File: config.mk
export PLATFORM = sky130hd
export DESIGN_NAME = phase_meas_ctrl
export DESIGN_NICKNAME = d
export VERILOG_FILES = /design/src/rtl/phase_meas_ctrl.sv
export SDC_FILE = /design/constraint.sdc
export NUM_CORES = 1
export LEC_CHECK = 0
export CORE_ASPECT_RATIO = 1.25
export CORE_MARGIN = 3
export CORE_UTILIZATION = 35
export CTS_BUF_LIST = sky130_fd_sc_hd__clkbuf_16
export DETAILED_ROUTE_END_ITERATION = 10
export PLACE_DENSITY_LB_ADDON = 0.3
export SKIP_LAST_GASP = 1
export SYNTH_ARGS = -nofsm -noshare
export SYNTH_HDL_FRONTEND = slang
export SYNTH_SLANG_ARGS = --single-unit
File: constraint.sdc
create_clock -name sys_clk -period 5.31 [get_ports sys_clk]
set_input_delay 1.062 -clock sys_clk [delete_from_list [all_inputs] [get_ports sys_clk]]
set_output_delay 1.062 -clock sys_clk [all_outputs]
set_load 0.005 [all_outputs]
File: src/rtl/phase_meas_ctrl.sv
// Phase-measurement sequencer: discards one capture, averages AVG_N captures,
// then converts high_sum/all_sum to phase in 0.1-degree units with a restoring divider.
module phase_meas_ctrl #(
  parameter int  AVG_N       = 8,
  parameter int  TIMEOUT_CYC = 1000000,
  localparam int SUM_W       = 16 + $clog2(AVG_N)
) (
  input  logic             sys_clk,
  input  logic             rst_n,
  input  logic             start,
  input  logic             phase_end_flag,
  input  logic [15:0]      high_times,
  input  logic [15:0]      all_times,
  output logic             busy,
  output logic             done,
  output logic             timeout_err,
  output logic [11:0]      phase_x10,
  output logic [SUM_W-1:0] high_sum,
  output logic [SUM_W-1:0] all_sum
);

  localparam int DW    = SUM_W + 12;
  localparam int CNT_W = $clog2(AVG_N) + 1;
  localparam int TO_W  = $clog2(TIMEOUT_CYC + 1);
  localparam int DC_W  = $clog2(DW + 1);

  typedef enum logic [2:0] {
    ST_IDLE  = 3'd0,
    ST_SYNC  = 3'd1,
    ST_ACCUM = 3'd2,
    ST_DIV   = 3'd3,
    ST_DONE  = 3'd4
  } state_t;

  state_t            state_q, state_d;
  logic              busy_q, busy_d;
  logic              done_q, done_d;
  logic              terr_q, terr_d;
  logic [11:0]       phase_q, phase_d;
  logic [SUM_W-1:0]  hsum_q, hsum_d;
  logic [SUM_W-1:0]  asum_q, asum_d;
  logic [CNT_W-1:0]  cnt_q, cnt_d;
  logic [TO_W-1:0]   to_cnt_q, to_cnt_d;
  logic [DC_W-1:0]   div_cnt_q, div_cnt_d;
  logic [DW-1:0]     quo_q, quo_d;
  logic [SUM_W-1:0]  rem_q, rem_d;

  logic [SUM_W:0]    rem_sh_s;
  logic [SUM_W:0]    rem_sub_s;
  logic [SUM_W:0]    rem_nx_s;
  logic              ge_s;
  logic [DW-1:0]     q_next_s;
  logic [11:0]       result_s;
  logic              to_expire_s;

  // One restoring-division step plus the clamped result of the final step
  always_comb begin
    rem_sh_s  = {rem_q, quo_q[DW-1]};
    rem_sub_s = rem_sh_s - {1'b0, asum_q};
    ge_s      = (rem_sh_s >= {1'b0, asum_q});
    rem_nx_s  = ge_s ? rem_sub_s : rem_sh_s;
    q_next_s  = {quo_q[DW-2:0], ge_s};
    // A zero divisor would yield all-ones; report 0 instead of clamping to full scale
    if (asum_q == {SUM_W{1'b0}}) begin
      result_s = 12'd0;
    end else if (q_next_s > DW'(12'd3600)) begin
      result_s = 12'd3600;
    end else begin
      result_s = 12'(q_next_s);
    end
    to_expire_s = (to_cnt_q == TO_W'(TIMEOUT_CYC - 1));
  end

  // Next-state and datapath control
  always_comb begin
    state_d   = state_q;
    terr_d    = terr_q;
    phase_d   = phase_q;
    hsum_d    = hsum_q;
    asum_d    = asum_q;
    cnt_d     = cnt_q;
    to_cnt_d  = to_cnt_q;
    div_cnt_d = '0;
    quo_d     = quo_q;
    rem_d     = rem_q;
    case (state_q)
      ST_IDLE: begin
        if (start) begin
          terr_d   = 1'b0;
          hsum_d   = '0;
          asum_d   = '0;
          cnt_d    = '0;
          to_cnt_d = '0;
          state_d  = ST_SYNC;
        end else begin
          state_d  = ST_IDLE;
        end
      end
      ST_SYNC: begin
        if (phase_end_flag) begin
          to_cnt_d = '0;
          state_d  = ST_ACCUM;
        end else if (to_expire_s) begin
          terr_d   = 1'b1;
          state_d  = ST_DONE;
        end else begin
          to_cnt_d = to_cnt_q + TO_W'(1);
        end
      end
      ST_ACCUM: begin
        // A flag in the expiry cycle takes priority over the timeout
        if (phase_end_flag) begin
          hsum_d   = hsum_q + SUM_W'(high_times);
          asum_d   = asum_q + SUM_W'(all_times);
          cnt_d    = cnt_q + CNT_W'(1);
          to_cnt_d = '0;
          if (cnt_q == CNT_W'(AVG_N - 1)) begin
            state_d = ST_DIV;
          end else begin
            state_d = ST_ACCUM;
          end
        end else if (to_expire_s) begin
          terr_d   = 1'b1;
          state_d  = ST_DONE;
        end else begin
          to_cnt_d = to_cnt_q + TO_W'(1);
        end
      end
      ST_DIV: begin
        div_cnt_d = div_cnt_q + DC_W'(1);
        // First DIV cycle loads the dividend once the final sums are registered
        if (div_cnt_q == {DC_W{1'b0}}) begin
          quo_d = DW'(hsum_q) * DW'(12'd3600);
          rem_d = '0;
        end else begin
          quo_d = q_next_s;
          rem_d = SUM_W'(rem_nx_s);
          if (div_cnt_q == DC_W'(DW)) begin
            phase_d = result_s;
            state_d = ST_DONE;
          end else begin
            state_d = ST_DIV;
          end
        end
      end
      ST_DONE: begin
        state_d = ST_IDLE;
      end
      default: begin
        state_d = ST_IDLE;
      end
    endcase
    busy_d = (state_d != ST_IDLE);
    done_d = (state_d == ST_DONE);
  end

  // State and datapath registers
  always_ff @(posedge sys_clk or negedge rst_n) begin
    if (!rst_n) begin
      state_q   <= ST_IDLE;
      busy_q    <= 1'b0;
      done_q    <= 1'b0;
      terr_q    <= 1'b0;
      phase_q   <= 12'd0;
      hsum_q    <= '0;
      asum_q    <= '0;
      cnt_q     <= '0;
      to_cnt_q  <= '0;
      div_cnt_q <= '0;
      quo_q     <= '0;
      rem_q     <= '0;
    end else begin
      state_q   <= state_d;
      busy_q    <= busy_d;
      done_q    <= done_d;
      terr_q    <= terr_d;
      phase_q   <= phase_d;
      hsum_q    <= hsum_d;
      asum_q    <= asum_d;
      cnt_q     <= cnt_d;
      to_cnt_q  <= to_cnt_d;
      div_cnt_q <= div_cnt_d;
      quo_q     <= quo_d;
      rem_q     <= rem_d;
    end
  end

  assign busy        = busy_q;
  assign done        = done_q;
  assign timeout_err = terr_q;
  assign phase_x10   = phase_q;
  assign high_sum    = hsum_q;
  assign all_sum     = asum_q;

endmodule

==> impl_metrics.env, run 1 <==
export IMPL_worstSetupPathType="flop to flop"
export IMPL_syn_cell_area_sq_um=10400
export IMPL_clock_latency_ns=0.43
export IMPL_yosys_area_share_simple_pct=17.3
export IMPL_cpMostUsedCell="ha_1"
export IMPL_clock_sinks=135
export IMPL_fmax_ghz=0.213
export IMPL_postCtsSetupBuffers=0
export IMPL_synth_top_family_by_area="adder cells"
export IMPL_cts_hold_buffers=0
export IMPL_post_cts_resized=0
export IMPL_antenna_found_initial=0
export IMPL_async_flop_share_pct=100
export IMPL_drt_initial_drc_count=464
export IMPL_rrSetupSlack_ns=0.61
export IMPL_period_minus_slack_ns=4.70
export IMPL_drc=0
export IMPL_critPathLaunchType="flop"
export IMPL_fin_worst_skew_ns=0.00654
export IMPL_clkTransAtPathRegs_ns=0.06
export IMPL_synth_xor_area_share_pct=5.95
export IMPL_crit_chain="inv_1 > fa_1 > inv_1 > ha_1 > fa_1 > ha_1 > ha_1 > a21oi_1 > o211ai_1 > o221ai_1 > o221ai_1 > a221oi_1 > a21oi_1 > xnor2_1 > o21ai_0"
export IMPL_areaGrowthSynthToFinish_pct=18.2
export IMPL_start_util_pct=35.6
export IMPL_max_clock_path_buffers=2
export IMPL_maxCapViolCount=0
export IMPL_met2_usage_pct=30.0
export IMPL_ys_types=76
export IMPL_rsz0062_at_grt="false"
export IMPL_hp_start="phase_x10[0]"
export IMPL_tns_ns=0
export IMPL_grt_met3_usage_pct=2.20
export IMPL_drt_pass1_iter_count=5
export IMPL_arrival_ns=5.01
export IMPL_max_stage_delay_ns=0.55
export IMPL_syn_nets=1338
export IMPL_grt_util_met1_pct=21.4
export IMPL_ant_nets=0
export IMPL_hold_end="phase_x10[0]"
export IMPL_worstReg2RegEnd="quo_q[30]"
export IMPL_totalWireLength_microns=26500
export IMPL_grt_pass1_wl_microns=44100
export IMPL_slew_violations=0
export IMPL_dieWidth_microns=161
export IMPL_synth_seq_cells=135
export IMPL_required_ns=5.61
export IMPL_chipHeight_microns=199
export IMPL_hold_depth=2
export IMPL_core_sq_um=29300
export IMPL_critPathMaxFanout=7
export IMPL_avgSynthCellArea_sq_um=9.15
export IMPL_vias=8590
export IMPL_grt_max_degree=97
export IMPL_slew_headroom_pct=35.8
export IMPL_synth_ff_type="dfrtp_1"
export IMPL_synth_compound_area_share_pct=17.7
export IMPL_final_nets=1425
export IMPL_track_usage_pct=17.0
export IMPL_num_io_pins=89
export IMPL_syn_instance_count=1142
export IMPL_routabilityCongestion=0.867
export IMPL_dp_cells=1606
export IMPL_dp_hpwl_microns=20000
export IMPL_grt_pass1_vias=8728
export IMPL_finalSetupViolations=0
export IMPL_ys_warn_count=0
export IMPL_htree_levels=4
export IMPL_wl_per_cell_microns=16.2
export IMPL_cts_tree="built"
export IMPL_final_period_utilization_pct=88.5
export IMPL_cts_inserted_buffers=17
export IMPL_hold_viol=0
export IMPL_antenna_cells=0
export IMPL_grt_overflow_total=0
export IMPL_worstReg2RegStart="high_sum[1]"
export IMPL_yosys_mux_area_fraction_pct=0.575
export IMPL_cp_end_kind="flop"
export IMPL_fp_dieArea_sq_um=32000
export IMPL_synth_fa_ha_area_share_pct=21.5
export IMPL_fillCellCount=2905
export IMPL_seq_area_frac_synth_pct=32.3
export IMPL_port_buffers=88
export IMPL_instances_no_fill=1638
export IMPL_cpMaxStageDelayCell="fa_1"
export IMPL_clockRootBuffer="clkbuf_16"
export IMPL_vias_per_cell=5.24
export IMPL_synth_edf_count=0
export IMPL_row_count=70
export IMPL_status="complete, no violations"
export IMPL_r2r_cells=15
export IMPL_grt_busiest_layer="met2"
export IMPL_drive_gt1_share_pct=5.48
export IMPL_tightest_slew_ns=0.961
export IMPL_hp_class="flop to flop"
==> registers in the layout, indices dropped and copies added, names as in the netlist <==
| register | cells |
|---|---|
| quo_q | 31 |
| to_cnt_q | 20 |
| all_sum | 19 |
| high_sum | 19 |
| rem_q | 19 |
| phase_x10 | 12 |
| div_cnt_q | 5 |
| cnt_q | 4 |
| state_q | 3 |
| busy | 1 |
| done | 1 |
| timeout_err | 1 |
==> kinds of logic (layout without fill, tap and decap cells) <==
group	Yosys count	after routing
XOR/XNOR	71	71
multiplexers	6	6
flip-flops	135	135
AO/OA/AOI/OAI	275	275
adder cells (fa/ha/maj)	160	160
buffers and inverters	119	219
AND/OR/NAND/NOR	376	376
==> synthesized netlist by cell type, drive strengths merged (19+ instances only) <==
cell type	n	share of area, %
clkbuf	26	1.0
nand4	23	1.4
o21ai	51	2.4
o22ai	19	1.1
ha	127	15
fa	33	6.3
a21o	20	1.4
dfrtp	135	32
xnor2	36	3.0
xor2	35	2.9
a21oi	53	2.5
inv	86	3.1
nand2	127	4.6
nand3	29	1.4
nor2	99	3.6
a31oi	20	1.2
==> through the flow <==
step | setup WS [ns] | hold slack [ns] | utilization, % | area [sq um]
floorplan | 1.15 | 0.455 | - | 10400
global placement | 0.773 | 0.463 | 40.1 | 11800
detailed placement | 0.702 | 0.467 | 40.1 | 11800
CTS | 0.662 | 0.480 | 42.1 | 12300
global route | 0.249 | 0.515 | 42.1 | 12300
finish | 0.608 | 0.478 | 42.1 | 12300
==> how the worst max path moves through the flow <==
stage	start	end	cells after the start
floorplan	high_sum[1]	quo_q[30]	15
global placement	high_sum[1]	quo_q[30]	15
detailed placement	high_sum[1]	quo_q[30]	15
CTS	high_sum[1]	quo_q[30]	15
global route	high_sum[1]	quo_q[30]	15
finish	high_sum[1]	quo_q[30]	15
==> metal layers <==
layer  vias up  routed length, microns  part of all wire [%]
met5         -                       0                     0
met4         0                     581                   2.2
met3        37                     663                   2.5
met2       128                   13400                    51
met1      4150                   11800                    45
li1       4275                       -                     -
==> critical path, delay by kind of cell (launching register included) <==
family	cells	cell delay, ns
buffers and inverters	2	0.17
DFF	1	0.50
AOI/OAI and AO/OA	7	1.77
adders and majority gates	5	1.96
xor gates and xnor gates	1	0.16
==> cell type report <==
cell class	count	area [sq um]	share of cell area (%)
clock buffers	17	425	3.45
clock inverters	15	154	1.25
multi-input cells	888	6590	53.4
repair buffers	101	980	7.93
inverters	86	323	2.61
flip-flops and latches	135	3380	27.4
well taps	396	495	4.01
==> cell usage in the layout (no fill, tap or decap), types with 7 or more instances in the layout <==
cell type and n:
a211oi_1 8, a21o_1 20, a21oi_1 52, a22o_1 12, a31oi_1 20, and3_1 14, buf_4 13, clkbuf_16 17
clkdlybuf4s50_1 87, dfrtp_1 135, fa_1 33, ha_1 127, inv_1 87, nand2_1 126, nand3_1 29, nand4_1 23
nor2_1 98, nor2b_1 8, nor3_1 12, nor4_1 12, o211ai_1 16, o21ai_0 51, o21bai_1 7, o22ai_1 19
o311ai_0 8, o31ai_1 14, or2_2 7, or3_1 8, xnor2_1 36, xor2_1 35
Power of run 1 is left out: the tool's default activity adds up to more than one toggle a clock period on the data nets, which glitch-free logic cannot reach.
==> run 2: changes to the inputs <==
- CTS_CLUSTER_SIZE: default -> 28
- SKIP_CTS_REPAIR_TIMING: default -> 1
==> results of run 2 <==
Same layout as run 1: the final DEF is identical, and so are final timing and power.
Power of run 2 is left out for the same reason.
==> run 3: changes to the inputs <==
- CORE_ASPECT_RATIO: 1.25 -> default
==> run 3 against run 2 <==
Net effect: global-route usage barely moved; register-to-register slack improved by 0.03 ns; setup slack improved by 0.028 ns; critical path type unchanged; critical path depth is the same; die area barely moved; sequential cell count is the same; first-iteration DRC count up 13%; fmax up 0.59%; clock-buffer cell count stayed put; routed wire length up 0.32%; sequential share of layout area down 0.11 points; utilization increased by 0.53 points.
==> impl_metrics.env, run 3 (synthesis gave the netlist of run 1 again) <==
export IMPL_drive_gt1_share_pct=5.39
export IMPL_period_minus_slack_ns=4.67
export IMPL_port_buffers=88
export IMPL_tns_ns=0
export IMPL_fin_worst_skew_ns=0.0145
export IMPL_vias_per_cell=5.33
export IMPL_drt_initial_drc_count=523
export IMPL_grt_busiest_layer="met2"
export IMPL_critPathLaunchType="flop"
export IMPL_clkTransAtPathRegs_ns=0.06
export IMPL_grt_overflow_total=0
export IMPL_cts_tree="built"
export IMPL_drc=0
export IMPL_cp_end_kind="flop"
export IMPL_track_usage_pct=17.0
export IMPL_r2r_cells=15
export IMPL_regMostFlops="quo_q"
export IMPL_final_nets=1426
export IMPL_design_area_sq_um=12400
export IMPL_antenna_found_initial=0
export IMPL_grt_met3_usage_pct=3.11
export IMPL_routabilityCongestion=0.893
export IMPL_num_io_pins=89
export IMPL_clock_latency_ns=0.43
export IMPL_grt_max_degree=96
export IMPL_grt_util_met1_pct=22.5
export IMPL_vias=8677
export IMPL_clockRootBuffer="clkbuf_16"
export IMPL_fp_dieArea_sq_um=31900
export IMPL_drt_pass1_iter_count=5
export IMPL_dieWidth_microns=179
export IMPL_row_count=62
export IMPL_status="complete, no violations"
export IMPL_worstReg2RegStart="high_sum[1]"
export IMPL_final_cell_mix="dfrtp_1 (135), ha_1 (127), nand2_1 (126), nor2_1 (98), inv_1 (88)"
export IMPL_hold_viol=0
export IMPL_clock_sinks=135
export IMPL_grt_pass1_wl_microns=43400
export IMPL_hold_depth=2
export IMPL_ant_nets=0
export IMPL_worstSetupPathType="flop to flop"
export IMPL_chipHeight_microns=179
export IMPL_wl_per_cell_microns=16.4
export IMPL_rsz0062_at_grt="false"
export IMPL_postPlaceCellArea_sq_um=11800
export IMPL_grt_pass1_vias=8588
export IMPL_max_clock_path_buffers=2
export IMPL_finalSetupViolations=0
export IMPL_fmax_ghz=0.214
export IMPL_post_route_util_pct=42.6
export IMPL_areaGrowthSynthToFinish_pct=18.7
export IMPL_core_sq_um=29100
export IMPL_final_period_utilization_pct=88.0
export IMPL_antenna_cells=0
export IMPL_worstReg2RegEnd="quo_q[30]"
export IMPL_cts_inserted_buffers=17
export IMPL_largest_reg_flops=31
export IMPL_critPathMaxFanout=7
export IMPL_hold_slack_ns=0.472
export IMPL_slew_violations=0
export IMPL_fillCellCount=2879
export IMPL_maxCapViolCount=0
export IMPL_top_regs="quo_q (31), to_cnt_q (20)"
export IMPL_crit_path_start="high_sum[1]"
export IMPL_met2_usage_pct=28.4
export IMPL_hp_class="flop to flop"
export IMPL_htree_levels=4
export IMPL_slew_headroom_pct=23.6
export IMPL_arrival_ns=5.00
export IMPL_dp_hpwl_microns=19600
export IMPL_required_ns=5.64
export IMPL_totalWireLength_microns=26600
export IMPL_tightest_slew_ns=1.15
export IMPL_rrSetupSlack_ns=0.64
export IMPL_start_util_pct=35.9
export IMPL_crit_path_end="quo_q[30]"
export IMPL_layout_commonest_cell="dfrtp_1"
-- run 3: changes by cell type in the layout (fill, tap and decap cells not counted), sizes merged --
cell / before / now
buf: 14 / 15
bufinv: 2 / 5
clkinv: 3 / 7
clkinvlp: 5 / 0
inv: 91 / 89
-- run 3: area by class of cell --
cell class | instances | area (sq um) | share of cell area, %
clock inverter | 15 | 210 | 1.70
sequential | 135 | 3380 | 27.3
clock buffer | 17 | 425 | 3.43
tap | 384 | 480 | 3.88
timing repair buffer | 102 | 987 | 7.96
inverter | 86 | 323 | 2.60
multi-input combinational | 888 | 6590 | 53.2
-- run 3: worst min path at each step --
stage | from | to | slack (ns)
2_1_floorplan | div_cnt_q[0] | div_cnt_q[0] | 0.45
3_3_place_gp | phase_x10[4] | phase_x10[4] | 0.47
3_5_place_dp | phase_x10[4] | phase_x10[4] | 0.47
4_1_cts | phase_x10[4] | phase_x10[4] | 0.48
5_1_grt | phase_x10[4] | phase_x10[4] | 0.50
6_report | phase_x10[4] | phase_x10[4] | 0.47
-- run 3: routing by layer --
metal	wire length (microns)	share of wire, %
met1	12400	47
met2	12600	47
met3	1050	3.9
met4	521	2.0
met5	0	0
-- run 3: per-stage QoR --
step           std cells  setup slack [ns]
6_report            1627             0.636
5_1_grt             1627             0.332
4_1_cts             1627             0.681
3_5_place_dp        1595             0.721
3_3_place_gp        1595             0.800
2_1_floorplan       1142              1.15
-- run 3: worst max-delay path: stages (launching register included) --
cell	delay (ns)
dfrtp_1	0.51
inv_1	0.13
fa_1	0.54
inv_1	0.04
ha_1	0.30
fa_1	0.46
ha_1	0.35
ha_1	0.31
a21oi_1	0.18
o211ai_1	0.18
o221ai_1	0.45
o221ai_1	0.26
a221oi_1	0.41
a21oi_1	0.14
xnor2_1	0.14
o21ai_0	0.17
Power of run 3 is left out for the same reason.
